<file path="src/rtl/rx_unstuff_shift_if.sv">
// rx_unstuff_shift_if: bundles the bit-stream inputs and byte/flag outputs of
// the USB receive unstuff/shift stage.
//   master : drives d_orig, shift_strobe, rcv_en; observes byte/flag outputs
//   slave  : the unstuff/shift stage itself
interface rx_unstuff_shift_if #(
  parameter int NUM_BITS = 8
);
  logic                d_orig;
  logic                shift_strobe;
  logic                rcv_en;
  logic [NUM_BITS-1:0] rx_byte;
  logic                byte_ready;
  logic                stuff_err;
  logic                align_err;

  modport master (
    output d_orig, shift_strobe, rcv_en,
    input  rx_byte, byte_ready, stuff_err, align_err
  );

  modport slave (
    input  d_orig, shift_strobe, rcv_en,
    output rx_byte, byte_ready, stuff_err, align_err
  );
endinterface

</file>
<file path="src/rtl/rx_unstuff_shift.sv">
// rx_unstuff_shift: removes stuffed zeros from the NRZI-decoded USB bit stream
// and assembles the remaining bits LSB-first into bytes.
// Ports:
//   clk   - system clock, all state on posedge
//   n_rst - synchronous active-low reset
//   bus   - slave side of rx_unstuff_shift_if:
//           d_orig/shift_strobe/rcv_en in; rx_byte/byte_ready/stuff_err/align_err out
module rx_unstuff_shift #(
  parameter int NUM_BITS  = 8,
  parameter int STUFF_LEN = 6
) (
  input  logic              clk,
  input  logic              n_rst,
  rx_unstuff_shift_if.slave bus
);

  localparam int CNT_W  = $clog2(NUM_BITS + 1);
  localparam int ONES_W = $clog2(STUFF_LEN + 1);

  localparam logic [CNT_W-1:0]  LAST_BIT  = CNT_W'(NUM_BITS - 1);
  localparam logic [ONES_W-1:0] STUFF_MAX = ONES_W'(STUFF_LEN);

  localparam logic [1:0] IDLE = 2'd0;
  localparam logic [1:0] RECV = 2'd1;
  localparam logic [1:0] ERR  = 2'd2;

  logic [1:0]          state_q,      state_d;
  logic [NUM_BITS-1:0] shift_q,      shift_d;
  logic [CNT_W-1:0]    bit_cnt_q,    bit_cnt_d;
  logic [ONES_W-1:0]   ones_cnt_q,   ones_cnt_d;
  logic [NUM_BITS-1:0] rx_byte_q,    rx_byte_d;
  logic                byte_ready_q, byte_ready_d;
  logic                stuff_err_q,  stuff_err_d;
  logic                align_err_q,  align_err_d;

  always_comb begin
    state_d      = state_q;
    shift_d      = shift_q;
    bit_cnt_d    = bit_cnt_q;
    ones_cnt_d   = ones_cnt_q;
    rx_byte_d    = rx_byte_q;
    byte_ready_d = 1'b0;
    stuff_err_d  = stuff_err_q;
    align_err_d  = 1'b0;

    case (state_q)
      IDLE: begin
        shift_d    = '0;
        bit_cnt_d  = '0;
        ones_cnt_d = '0;
        // A strobe coinciding with the rcv_en rise is deliberately dropped.
        if (bus.rcv_en) begin
          state_d     = RECV;
          stuff_err_d = 1'b0;
        end
      end

      RECV: begin
        if (!bus.rcv_en) begin
          // EOP takes priority over a coincident strobe. A pending stuffed
          // bit leaves bit_cnt at 0, so it never flags misalignment.
          state_d     = IDLE;
          shift_d     = '0;
          bit_cnt_d   = '0;
          ones_cnt_d  = '0;
          align_err_d = (bit_cnt_q != '0);
        end else if (bus.shift_strobe) begin
          if (ones_cnt_q == STUFF_MAX) begin
            if (bus.d_orig) begin
              stuff_err_d = 1'b1;
              state_d     = ERR;
            end else begin
              ones_cnt_d = '0;
            end
          end else begin
            shift_d    = {bus.d_orig, shift_q[NUM_BITS-1:1]};
            ones_cnt_d = bus.d_orig ? ones_cnt_q + 1'b1 : '0;
            if (bit_cnt_q == LAST_BIT) begin
              rx_byte_d    = shift_d;
              byte_ready_d = 1'b1;
              bit_cnt_d    = '0;
            end else begin
              bit_cnt_d = bit_cnt_q + 1'b1;
            end
          end
        end
      end

      ERR: begin
        if (!bus.rcv_en) begin
          state_d    = IDLE;
          shift_d    = '0;
          bit_cnt_d  = '0;
          ones_cnt_d = '0;
        end
      end

      default: state_d = IDLE;
    endcase
  end

  always_ff @(posedge clk) begin
    if (!n_rst) begin
      state_q      <= IDLE;
      shift_q      <= '0;
      bit_cnt_q    <= '0;
      ones_cnt_q   <= '0;
      rx_byte_q    <= '0;
      byte_ready_q <= 1'b0;
      stuff_err_q  <= 1'b0;
      align_err_q  <= 1'b0;
    end else begin
      state_q      <= state_d;
      shift_q      <= shift_d;
      bit_cnt_q    <= bit_cnt_d;
      ones_cnt_q   <= ones_cnt_d;
      rx_byte_q    <= rx_byte_d;
      byte_ready_q <= byte_ready_d;
      stuff_err_q  <= stuff_err_d;
      align_err_q  <= align_err_d;
    end
  end

  assign bus.rx_byte    = rx_byte_q;
  assign bus.byte_ready = byte_ready_q;
  assign bus.stuff_err  = stuff_err_q;
  assign bus.align_err  = align_err_q;

endmodule

</file>
<file path="src/flat_wrapper.sv">
// flat-port wrapper written by rule: the top's interface ports become plain ports
module rx_unstuff_shift_flat 
#(
  parameter int NUM_BITS  = 8,
  parameter int STUFF_LEN = 6
)
  (clk, n_rst, bus_d_orig, bus_shift_strobe, bus_rcv_en, bus_rx_byte, bus_byte_ready, bus_stuff_err, bus_align_err);
  rx_unstuff_shift_if #(.NUM_BITS(NUM_BITS)) bus_i ();
  input  logic clk;
  input  logic n_rst;
  input wire logic [$bits(bus_i.d_orig)-1:0] bus_d_orig;
  input wire logic [$bits(bus_i.shift_strobe)-1:0] bus_shift_strobe;
  input wire logic [$bits(bus_i.rcv_en)-1:0] bus_rcv_en;
  output wire logic [$bits(bus_i.rx_byte)-1:0] bus_rx_byte;
  output wire logic [$bits(bus_i.byte_ready)-1:0] bus_byte_ready;
  output wire logic [$bits(bus_i.stuff_err)-1:0] bus_stuff_err;
  output wire logic [$bits(bus_i.align_err)-1:0] bus_align_err;
  assign bus_i.d_orig = bus_d_orig;
  assign bus_i.shift_strobe = bus_shift_strobe;
  assign bus_i.rcv_en = bus_rcv_en;
  assign bus_rx_byte = bus_i.rx_byte;
  assign bus_byte_ready = bus_i.byte_ready;
  assign bus_stuff_err = bus_i.stuff_err;
  assign bus_align_err = bus_i.align_err;
  rx_unstuff_shift #(.NUM_BITS(NUM_BITS), .STUFF_LEN(STUFF_LEN)) u_core (.clk(clk), .n_rst(n_rst), .bus(bus_i));
endmodule
</file>
<file path="config.mk">
export PLATFORM = sky130hd
export DESIGN_NAME = rx_unstuff_shift_flat
export DESIGN_NICKNAME = d
export VERILOG_FILES = /design/src/rtl/rx_unstuff_shift_if.sv /design/src/rtl/rx_unstuff_shift.sv /design/src/flat_wrapper.sv
export SDC_FILE = /design/constraint.sdc
export NUM_CORES = 1
export LEC_CHECK = 0
export BUFFER_PORTS_ARGS = -buffer_cell sky130_fd_sc_hd__buf_2
export CAP_MARGIN = 30
export CORE_ASPECT_RATIO = 1.4
export CORE_UTILIZATION = 40
export DETAILED_ROUTE_END_ITERATION = 10
export RECOVER_POWER = 25
export SKIP_LAST_GASP = 1
export SLEW_MARGIN = 20
export SYNTH_ARGS = -nofsm -noshare
export SYNTH_HDL_FRONTEND = slang
export SYNTH_SLANG_ARGS = --single-unit
</file>
<file path="constraint.sdc">
create_clock -name clk -period 4.3 [get_ports clk]
set_input_delay 0.215 -clock clk [delete_from_list [all_inputs] [get_ports clk]]
set_output_delay 0.215 -clock clk [all_outputs]
set_load 0.1 [all_outputs]
</file>
; ---- Yosys cells after proc, flatten, opt, wreduce, memory -nomap -nowiden
; Cells that the tools add are included.
[totals]
regBits = 28
[op_classes]
addsub = 2
n_eq_ne = 15
n_mux = 32
bitwise = 5
reduce_logical = 11
[op_table]
columns = cell, count
row1 = two-way mux 8 bit, 4
row2 = one-hot mux 8 bit (3 select lines), 1
row3 = two-way mux 4 bit, 5
row4 = two-way mux 3 bit, 6
row5 = two-way mux 2 bit, 6
row6 = one-hot mux 4 bit (3 select lines), 1
row7 = "inequality test 2 bit, second input constant", 5
row8 = AND reduction 5 bit, 2
row9 = "inequality test 3 bit, second input constant", 3
row10 = one-hot mux 3 bit (3 select lines), 1
row11 = AND reduction 4 bit, 2
row12 = two-way mux 1 bit, 6
row13 = one-hot mux 2 bit (3 select lines), 1
row14 = AND reduction 6 bit, 1
row15 = inverter 1 bit, 5
row16 = OR reduction 5 bit, 1
row17 = "adder 4 x 1 -> 4 bit, second input constant", 1
row18 = "== test 4 x 3 -> 1 bit, second input constant", 1
row19 = "inequality test 4 bit, second input constant", 1
row20 = nonzero test 4 bit, 1
row21 = "adder 3 x 1 -> 3 bit, second input constant", 1
row22 = "== test 3 bit, second input constant", 1
row23 = "inequality test 3 x 2 -> 1 bit, second input constant", 1
row24 = nonzero test 3 bit, 1
row25 = 7 further kinds, 7

; ---- Longest topological paths before layout
; Gate-level depths: netlist of run 1.
[depth]
word_depth = 6
ltp_mapped = 6
ltp_nobuf = 5

; ---- Least setup slack after synthesis of run 1
; Ideal clock, no wire load.
[synth_path]
kind = register to register
start = register u_core.ones_cnt_q[0]
end = register u_core.rx_byte_q[0], in the netlist u_core.bus.rx_byte[0]
t_arrival_ps = 1535
slack_ps = 2693
stages_incl_launch_ff = 7
path_buffers = 1
synth_period_minus_slack_ps = 1607
cell_sequence = dfxtp_1 > inv_1 > ha_1 > a21bo_1 > buf_6 > nor3_4 > mux2i_1
[synth_via]
elab_chain_len = 3
[synth_lines]
columns = item, line_no
row1 = "start, declared", rx_unstuff_shift.sv:30  ; logic [ONES_W-1:0] ones_cnt_q, ones_cnt_d;
row2 = "start signal, assigned", rx_unstuff_shift.sv:116  ; ones_cnt_q <= ones_cnt_d;
row3 = == test 3 bit, rx_unstuff_shift.sv:68  ; if (ones_cnt_q == STUFF_MAX) begin
row4 = inverter 1 bit (no line), --
row5 = AND reduction 5 bit (no line), --
row6 = "end signal, assigned", rx_unstuff_shift.sv:117  ; rx_byte_q <= rx_byte_d;
row7 = "end, declared", rx_unstuff_shift.sv:31  ; logic [NUM_BITS-1:0] rx_byte_q, rx_byte_d;
; Every way passes these cells.
; A chain may end at the register's enable or synchronous reset.

; ---- Final worst setup path of run 1
[layout_path]
start = register u_core.state_q[0]
end = register u_core.rx_byte_q[6], in the netlist u_core.bus.rx_byte[6]
[layout_via]
elab_chain_len = 2
[layout_lines]
columns = item, line_no
row1 = "start, declared", rx_unstuff_shift.sv:27  ; logic [1:0] state_q, state_d;
row2 = "start signal, assigned", rx_unstuff_shift.sv:113  ; state_q <= state_d;
row3 = == test 2 x 1 -> 1 bit, rx_unstuff_shift.sv:46  ; case (state_q)
row4 = AND reduction 5 bit (no line), --
; Every way passes these cells.

==> results of run 1 <==
[worst register-to-register path, delay by kind of cell (launching register included)]
family           cells  cell delay, ns
flip-flops           1            0.92
multiplexers         1            0.25
AND/OR/NAND/NOR      2            0.80
[sequential cells by signal (all words and copies together), names as in the netlist]
signal,cells
u_core.bus.align_err,1
u_core.ones_cnt_q,3
u_core.bit_cnt_q,4
u_core.bus.stuff_err,1
u_core.bus.rx_byte,8
u_core.state_q,2
u_core.shift_q,7
u_core.bus.byte_ready,1
[how the worst min path moves through the flow]
stage / from / to / slack [ns] / depth (start not counted)
after floorplan: bus_d_orig / u_core.bus.rx_byte[7] / 0.36 / 2
after global placement: u_core.bus.rx_byte[1] / u_core.bus.rx_byte[1] / 0.44 / 2
after detailed placement: u_core.bus.rx_byte[0] / u_core.bus.rx_byte[0] / 0.45 / 2
after CTS: bus_d_orig / u_core.bus.rx_byte[7] / 0.25 / 3
after global routing: bus_d_orig / u_core.bus.rx_byte[7] / 0.27 / 3
final: bus_d_orig / u_core.bus.rx_byte[7] / 0.26 / 3
[through the flow]
stage | cell area (um2) | util, % | power (W)
floorplan | 1380 | - | 0.000280
global placement | 1440 | 44.7 | 0.000284
detailed placement | 1440 | 44.8 | 0.000285
CTS | 1490 | 46.3 | 0.000431
global route | 1480 | 45.9 | 0.000444
finish | 1480 | 45.9 | 0.000424
[logic make-up after synthesis]
logic type	share of synthesized area, %
simple gates	26.1
compound gates	18.2
flops	39.2
buf+inv	6.35
mux	5.80
fa+ha+maj	4.35
[final cells by class]
type | count | area (um2)
Inverter | 5 | 18.8
Clock inverter | 1 | 5.00
Timing Repair Buffer | 16 | 68.8
Clock buffer | 3 | 41.3
Sequential cell | 27 | 541
Fill cell | 333 | 1740
Tap cell | 39 | 48.8
Multi-Input combinational cell | 112 | 752
[cells in the mapped netlist, types with 2 or more instances]
cell type,n
nor2_1,3
nand4_1,10
a31oi_1,10
nand3_1,10
nand3b_1,4
mux2i_1,8
clkbuf_1,10
and3_1,2
o211ai_1,10
dfxtp_1,27
o21ai_0,2
ha_1,4
nand2_1,22
nand4b_1,3
inv_1,5
o2111ai_1,2
buf_2,4
nand2b_1,3
[power breakdown]
group          switching [W]  internal [W]
Sequential        0.00000419      0.000251
Combinational      0.0000184    0.00000598
Clock              0.0000802     0.0000650
Total               0.000103      0.000322
[cell usage in the layout, fill, tap and decap left out, types with 2 or more instances in the layout]
cell       synthesis  layout
and3_1             2       2
dfxtp_1           27      27
o21ai_0            2       2
a31oi_1           10      10
nor2_1             3       3
clkbuf_1          10       9
mux2i_1            8       8
nand2b_1           3       3
buf_2              4       7
inv_1              5       5
nand3b_1           4       4
clkbuf_8           0       3
nand2_1           22      22
ha_1               4       4
o211ai_1          10      10
nand4b_1           3       3
nand3_1           10      10
nand4_1           10      10
o2111ai_1          2       2
[per-layer routing]
layer	vias to the layer above	part of all wire, %	routed length, um
li1	605	-	-
met1	555	46	1400
met2	25	50	1540
met3	7	2.0	61
met4	0	2.2	68
met5	-	0	0
==> impl_metrics.prom, run 1 <==
# TYPE chip_impl_metric gauge
chip_impl_metric{name="rows",unit=""} 24
chip_impl_metric{name="n_diodes",unit=""} 0
chip_impl_metric{name="antenna_found_initial",unit=""} 0
chip_impl_metric{name="detailed_place_hpwl",unit="mm"} 2.12
chip_impl_metric{name="synth_area",unit="mm2"} 0.00138
chip_impl_metric{name="synth_area_per_cell",unit="um2"} 8.68
chip_impl_metric{name="tightest_slew",unit="ns"} 1.17
chip_impl_metric{name="tritoncts_num_sinks",unit=""} 27
chip_impl_info{name="crit_path_start_kind",value="register"} 1
chip_impl_metric{name="global_route.overflow_total",unit=""} 0
chip_impl_metric{name="clock_tree.htree_level_count",unit=""} 1
chip_impl_metric{name="path_max_fanout",unit=""} 29
chip_impl_metric{name="numPortBuffers",unit=""} 15
chip_impl_metric{name="route.detailed.vias_per_inst",unit=""} 5.87
chip_impl_metric{name="worst-endpoint-required",unit="ns"} 4.51
chip_impl_metric{name="core_region_area",unit="mm2"} 0.00321
chip_impl_metric{name="finalCriticalPeriod",unit="ns"} 2.03
chip_impl_metric{name="syn_nets",unit=""} 168
chip_impl_metric{name="drt_pass1_iterations",unit=""} 4
chip_impl_info{name="setup.worst_path.start",value="u_core.state_q[0]"} 1
chip_impl_metric{name="use_met1",unit="%"} 23.0
chip_impl_info{name="busiest_layer",value="met2"} 1
chip_impl_metric{name="worst_case_register_to_register_setup_slack",unit="ns"} 2.27
chip_impl_metric{name="placed_cells_incl_taps",unit=""} 199
chip_impl_metric{name="cts_repair_resize_count",unit=""} 0
chip_impl_metric{name="drt_first_iter_violations",unit=""} 25
chip_impl_metric{name="fin_crit_sh",unit="%"} 47.3
chip_impl_metric{name="clkSlewWorstSetupHoldPaths",unit="ns"} 0.09
chip_impl_info{name="critical_path.slowest_cell",value="dfxtp_1"} 1
chip_impl_metric{name="syn-instance-count",unit=""} 159
chip_impl_metric{name="drc",unit=""} 0
chip_impl_metric{name="power.static_leakage",unit="nW"} 0.471
chip_impl_metric{name="initial_utilization",unit="%"} 43.0
chip_impl_metric{name="x_dimension_of_the_die",unit="um"} 51.6
chip_impl_metric{name="slew_limit_headroom",unit="%"} 22.4
chip_impl_metric{name="cts_hold_buf",unit=""} 0
chip_impl_metric{name="synthDominantCellAreaShare",unit="%"} 39.2
chip_impl_info{name="critical-path-top-delay-family",value="flip-flops"} 1
chip_impl_metric{name="timing.final.hold_violations",unit=""} 0
chip_impl_metric{name="max_freq",unit="MHz"} 492
chip_impl_metric{name="report.final.slew_viol_count",unit=""} 0
chip_impl_metric{name="route.detailed.wl_per_inst",unit="um"} 15.1
chip_impl_metric{name="ant_nets",unit=""} 0
chip_impl_metric{name="vdd_ir_drop_max",unit="mV"} 0.189
chip_impl_info{name="worstReg2RegStart",value="u_core.state_q[0]"} 1
chip_impl_metric{name="design.final.nets",unit=""} 174
chip_impl_metric{name="synthArstFlopShare",unit="%"} 0
chip_impl_metric{name="synth_enable_flop_cells",unit=""} 0
chip_impl_info{name="yosysTopAreaCell",value="dfxtp_1"} 1
chip_impl_metric{name="insertion_delay",unit="ns"} 0.27
chip_impl_metric{name="gr-usage-met2",unit="%"} 31.7
chip_impl_metric{name="worst-path-stages",unit=""} 3
chip_impl_info{name="cts_root_buf",value="clkbuf_8"} 1
chip_impl_metric{name="final.hold.worst_slack",unit="ns"} 0.256
chip_impl_info{name="cts_tree",value="done"} 1
chip_impl_metric{name="floorplan.die.height",unit="um"} 71.5
chip_impl_metric{name="post-route-worst-setup-slack",unit="ns"} 2.27
chip_impl_metric{name="cap_viol_max_count",unit=""} 0
chip_impl_info{name="critPathCapture",value="u_core.bus.rx_byte[6]"} 1
chip_impl_metric{name="path_buf_inv",unit=""} 0
chip_impl_metric{name="synth_sequential_area_ratio",unit="%"} 39.2
chip_impl_metric{name="gp_congestion",unit=""} 0.805
chip_impl_info{name="timing.setup.critical_path_class",value="reg -> reg"} 1
chip_impl_metric{name="area.growth.synth_to_final",unit="%"} 6.89
chip_impl_metric{name="grt_start_max_net_pins",unit=""} 30
chip_impl_info{name="synth_area_leaders",value="dfxtp_1 (39%), nand2_1 (6.0%), mux2i_1 (5.8%)"} 1
chip_impl_metric{name="depth_of_the_worst_register_to_register_path",unit=""} 3
chip_impl_metric{name="vias",unit=""} 1192
chip_impl_metric{name="drive_above_1_share",unit="%"} 8.54
chip_impl_metric{name="finalSetupTns",unit="ns"} 0
chip_impl_metric{name="number_of_distinct_standard_cells_referenced_by_the_synthesized_netlist",unit=""} 38
chip_impl_metric{name="critical-path-max-stage-delay",unit="ns"} 0.92
chip_impl_metric{name="drt_wl_total",unit="mm"} 3.08
chip_impl_metric{name="power_per_cell_area",unit="mW/mm2"} 288
chip_impl_metric{name="fin_skew",unit="ns"} 0.00165
chip_impl_metric{name="gr-usage-all-layers",unit="%"} 18.9
chip_impl_metric{name="finalNonFillerCells",unit=""} 203
chip_impl_info{name="outcome",value="complete, no violations"} 1
chip_impl_info{name="crit_chain",value="nand3b_1 > nor3_4 > mux2i_1"} 1
chip_impl_metric{name="timing.final.setup_violations",unit=""} 0
chip_impl_metric{name="grt_use_met3",unit="%"} 1.91
chip_impl_metric{name="synth_warnings",unit=""} 0
chip_impl_metric{name="first_global_vias",unit=""} 1231
chip_impl_metric{name="placement.setup.worst_slack",unit="ns"} 2.26
chip_impl_metric{name="post-cts-setup-buffer-count",unit=""} 0
chip_impl_metric{name="clock_path_buffers",unit=""} 2
chip_impl_info{name="grt_setup_unrepaired",value="no"} 1
chip_impl_metric{name="postSynthRegisterBits",unit=""} 27
chip_impl_metric{name="global_route_wire_length_before_repair",unit="mm"} 5.35
chip_impl_metric{name="critical_path_arrival",unit="ns"} 2.24
chip_impl_metric{name="dieArea",unit="mm2"} 0.00369
chip_impl_info{name="regToRegEndpoint",value="u_core.bus.rx_byte[6]"} 1
chip_impl_info{name="critical_path.endpoint_type",value="register"} 1
chip_impl_info{name="synth_flop_cell",value="dfxtp_1"} 1
chip_impl_metric{name="floorplan.io_pins",unit=""} 16
chip_impl_metric{name="cts_made_buffers",unit=""} 3
chip_impl_info{name="holdCritPathClass",value="in -> reg"} 1
(Power assumes the default switching activity.)
==> run 2: changes to the inputs <==
--- a/config.mk
+++ b/config.mk
@@ -5,6 +5,7 @@
 export SDC_FILE = /design/constraint.sdc
 export NUM_CORES = 1
 export LEC_CHECK = 0
+export ABC_AREA = 1
 export BUFFER_PORTS_ARGS = -buffer_cell sky130_fd_sc_hd__buf_2
 export CAP_MARGIN = 30
 export CORE_ASPECT_RATIO = 1.4
==> constraint.sdc (replaced) <==
create_clock -name clk -period 2.1 [get_ports clk]
set_input_delay 0.105 -clock clk [delete_from_list [all_inputs] [get_ports clk]]
set_output_delay 0.105 -clock clk [all_outputs]
set_load 0.1 [all_outputs]
==> run 2 against run 1 <==
Via count increased by 13%; cell count increased by 35%; clock power increased by 110%; largest power group unchanged; synthesized cell count increased by 39%; sequential cell count unchanged; clock skew increased by 0.00070 ns; highest routed layer unchanged; critical endpoint is now u_core.bus.rx_byte[3]; fmax increased by 24%; synthesized area increased by 4.6%; cell area increased by 6.4%.
==> impl_metrics.prom, run 2 <==
# TYPE chip_impl_metric gauge
chip_impl_metric{name="finalSetupTns",unit="ns"} 0
chip_impl_metric{name="drive_above_1_share",unit="%"} 11.5
chip_impl_metric{name="area.growth.synth_to_final",unit="%"} 8.75
chip_impl_metric{name="global_route.overflow_total",unit=""} 0
chip_impl_metric{name="synth_area_per_cell",unit="um2"} 6.53
chip_impl_info{name="yosysTopAreaCell",value="dfxtp_1"} 1
chip_impl_metric{name="drc",unit=""} 0
chip_impl_metric{name="rows",unit=""} 25
chip_impl_metric{name="core_region_area",unit="mm2"} 0.00341
chip_impl_metric{name="design.final.nets",unit=""} 245
chip_impl_metric{name="synthDominantCellAreaShare",unit="%"} 37.4
chip_impl_metric{name="detailed_place_hpwl",unit="mm"} 2.25
chip_impl_info{name="cts_tree",value="done"} 1
chip_impl_metric{name="grt_start_max_net_pins",unit=""} 23
chip_impl_info{name="critical_path.endpoint_type",value="register"} 1
chip_impl_metric{name="max_ffs_per_register",unit=""} 8
chip_impl_metric{name="post-cts-setup-buffer-count",unit=""} 0
chip_impl_metric{name="tritoncts_num_sinks",unit=""} 27
chip_impl_metric{name="clock_path_buffers",unit=""} 2
chip_impl_metric{name="initial_utilization",unit="%"} 42.3
chip_impl_metric{name="antenna_found_initial",unit=""} 0
chip_impl_info{name="yosys.cell_count.top_type",value="nand2_1"} 1
chip_impl_metric{name="worst-endpoint-required",unit="ns"} 2.28
chip_impl_metric{name="drt_wl_total",unit="mm"} 3.01
chip_impl_metric{name="timing.final.setup_violations",unit=""} 0
chip_impl_metric{name="synth_area",unit="mm2"} 0.00144
chip_impl_metric{name="vias",unit=""} 1347
chip_impl_info{name="holdCritPathClass",value="in -> reg"} 1
chip_impl_info{name="final_common_cell",value="nand2_1"} 1
chip_impl_metric{name="power_per_cell_area",unit="mW/mm2"} 591
chip_impl_metric{name="synth_enable_flop_cells",unit=""} 0
chip_impl_metric{name="fin_crit_sh",unit="%"} 78.0
chip_impl_metric{name="dieArea",unit="mm2"} 0.00386
chip_impl_info{name="post_synth_most_frequent_cells",value="nand2_1 (62), nor2_1 (42), dfxtp_1 (27), inv_1 (24), a21oi_1 (13)"} 1
chip_impl_metric{name="slew_limit_headroom",unit="%"} 22.6
chip_impl_metric{name="finalCriticalPeriod",unit="ns"} 1.64
chip_impl_metric{name="x_dimension_of_the_die",unit="um"} 52.8
chip_impl_info{name="cts_root_buf",value="clkbuf_8"} 1
chip_impl_metric{name="cts_repair_resize_count",unit=""} 0
chip_impl_metric{name="drt_pass1_iterations",unit=""} 5
chip_impl_metric{name="drt_first_iter_violations",unit=""} 50
chip_impl_info{name="grt_setup_unrepaired",value="no"} 1
chip_impl_metric{name="gp_congestion",unit=""} 0.863
chip_impl_metric{name="route.detailed.vias_per_inst",unit=""} 4.90
chip_impl_metric{name="tightest_slew",unit="ns"} 1.17
chip_impl_metric{name="power.static_leakage",unit="nW"} 0.731
chip_impl_metric{name="max_freq",unit="MHz"} 611
chip_impl_metric{name="number_of_distinct_standard_cells_referenced_by_the_synthesized_netlist",unit=""} 27
chip_impl_info{name="outcome",value="complete, no violations"} 1
chip_impl_metric{name="route.detailed.wl_per_inst",unit="um"} 10.9
chip_impl_metric{name="gr-usage-all-layers",unit="%"} 17.7
chip_impl_metric{name="n_diodes",unit=""} 0
chip_impl_metric{name="global_route_wire_length_before_repair",unit="mm"} 5.01
chip_impl_metric{name="critical_path_arrival",unit="ns"} 1.82
chip_impl_metric{name="synthArstFlopShare",unit="%"} 0
chip_impl_info{name="crit_path_start_kind",value="register"} 1
chip_impl_metric{name="routed-wl-met3",unit="um"} 78
chip_impl_metric{name="report.final.slew_viol_count",unit=""} 0
chip_impl_info{name="synth_area_leaders",value="dfxtp_1 (37%), nand2_1 (16%), nor2_1 (11%)"} 1
chip_impl_info{name="synth_flop_cell",value="dfxtp_1"} 1
chip_impl_metric{name="met2_wirelength_from_detailed_routing",unit="mm"} 1.54
chip_impl_metric{name="synth_sequential_area_ratio",unit="%"} 37.4
chip_impl_metric{name="postSynthRegisterBits",unit=""} 27
chip_impl_metric{name="met1Wirelength",unit="mm"} 1.32
chip_impl_metric{name="ant_nets",unit=""} 0
chip_impl_metric{name="floorplan.io_pins",unit=""} 16
chip_impl_metric{name="syn_nets",unit=""} 230
chip_impl_metric{name="layout.core_utilization",unit="%"} 46.1
chip_impl_metric{name="cts_made_buffers",unit=""} 3
chip_impl_info{name="dr.max_layer_used",value="met4"} 1
chip_impl_metric{name="syn-instance-count",unit=""} 221
chip_impl_metric{name="floorplan.die.height",unit="um"} 73.1
chip_impl_metric{name="p_total",unit="W"} 0.000928
chip_impl_metric{name="vdd_ir_drop_max",unit="mV"} 0.313
chip_impl_info{name="timing.setup.critical_path_class",value="reg -> reg"} 1
chip_impl_metric{name="numPortBuffers",unit=""} 15
chip_impl_metric{name="path_max_fanout",unit=""} 8
chip_impl_metric{name="timing.final.hold_violations",unit=""} 0
chip_impl_info{name="layout_common_cells",value="nand2_1 (62), nor2_1 (42), dfxtp_1 (27)"} 1
chip_impl_metric{name="first_global_vias",unit=""} 1144
chip_impl_metric{name="clkSlewWorstSetupHoldPaths",unit="ns"} 0.10
chip_impl_metric{name="cts_hold_buf",unit=""} 0
chip_impl_metric{name="synth_warnings",unit=""} 0
chip_impl_metric{name="cap_viol_max_count",unit=""} 0
chip_impl_metric{name="fin_skew",unit="ns"} 0.00236
chip_impl_metric{name="insertion_delay",unit="ns"} 0.28
chip_impl_metric{name="clock_tree.htree_level_count",unit=""} 1
-- run 2: cell count changes after synthesis, sizes merged, moves of 3 or more --
cell / previous run / this run
nand4b: 3 / 0
o211ai: 10 / 1
mux2i: 8 / 0
clkbuf: 10 / 1
nand2: 22 / 65
a31oi: 10 / 1
inv: 5 / 28
nand3b: 4 / 0
nand2b: 3 / 0
nor2: 3 / 48
a21oi: 0 / 13
-- run 2: final timing paths --
kind / start / endpoint / slack, ns / cells after the start
hold / removal: bus_d_orig / u_core.bus.rx_byte[7] / 0.21 / 5
hold reg to reg: u_core.bus.stuff_err / u_core.bus.stuff_err / 0.47 / 2
setup / recovery: u_core.ones_cnt_q[0] / u_core.bus.rx_byte[3] / 0.46 / 8
setup reg to reg: u_core.ones_cnt_q[0] / u_core.bus.rx_byte[3] / 0.46 / 8
-- run 2: metrics by stage --
stage	cells	cell area, um2	hold WS, ns	setup slack (ns)
6_report	275	1570	0.210	0.462
5_1_grt	275	1570	0.250	0.301
4_1_cts	275	1580	0.211	0.464
3_5_place_dp	271	1530	0.448	0.479
3_3_place_gp	271	1530	0.447	0.537
2_1_floorplan	221	1440	0.246	0.680
-- run 2: per-layer routing --
| metal | GRT usage [%] | vias up |
|---|---|---|
| met2 | 30.7 | 29 |
| met4 | 10.2 | 0 |
| met3 | 1.88 | 6 |
| met5 | 0 | - |
| li1 | - | 715 |
| met1 | 20.3 | 597 |
-- run 2: worst max-delay path, cell delays in order (launching register included) --
cell and delay (ns):
dfxtp_1 0.36, inv_1 0.07, ha_1 0.21, nand2_1 0.13, inv_1 0.11, nor3_2 0.36, nand4_1 0.16, nand2_1 0.10
nor2_1 0.04
-- run 2: final cells by class --
class	count	area (um2)
inverter	29	111
multi-input combinational	159	749
tap	40	50.0
timing repair buffer	16	72.6
clock inverter	1	5.00
clock buffer	3	41.3
fill	390	1840
sequential	27	541
-- run 2: logic make-up after synthesis --
logic type / Yosys count / share of synthesized area (%)
AND/OR/NAND/NOR: 137 / 41.9
buffers and inverters: 35 / 10.7
flip-flops: 27 / 37.4
AO/OA/AOI/OAI: 18 / 6.50
adder cells (fa/ha/maj): 4 / 3.47
-- run 2: power by group --
group          switching (W)  total (W)  internal, W  leakage (nW)
Clock               0.000176   0.000310     0.000133        0.0255
Combinational      0.0000641  0.0000903    0.0000262         0.488
Sequential        0.00000771   0.000527     0.000520         0.218
Total               0.000248   0.000928     0.000679         0.731
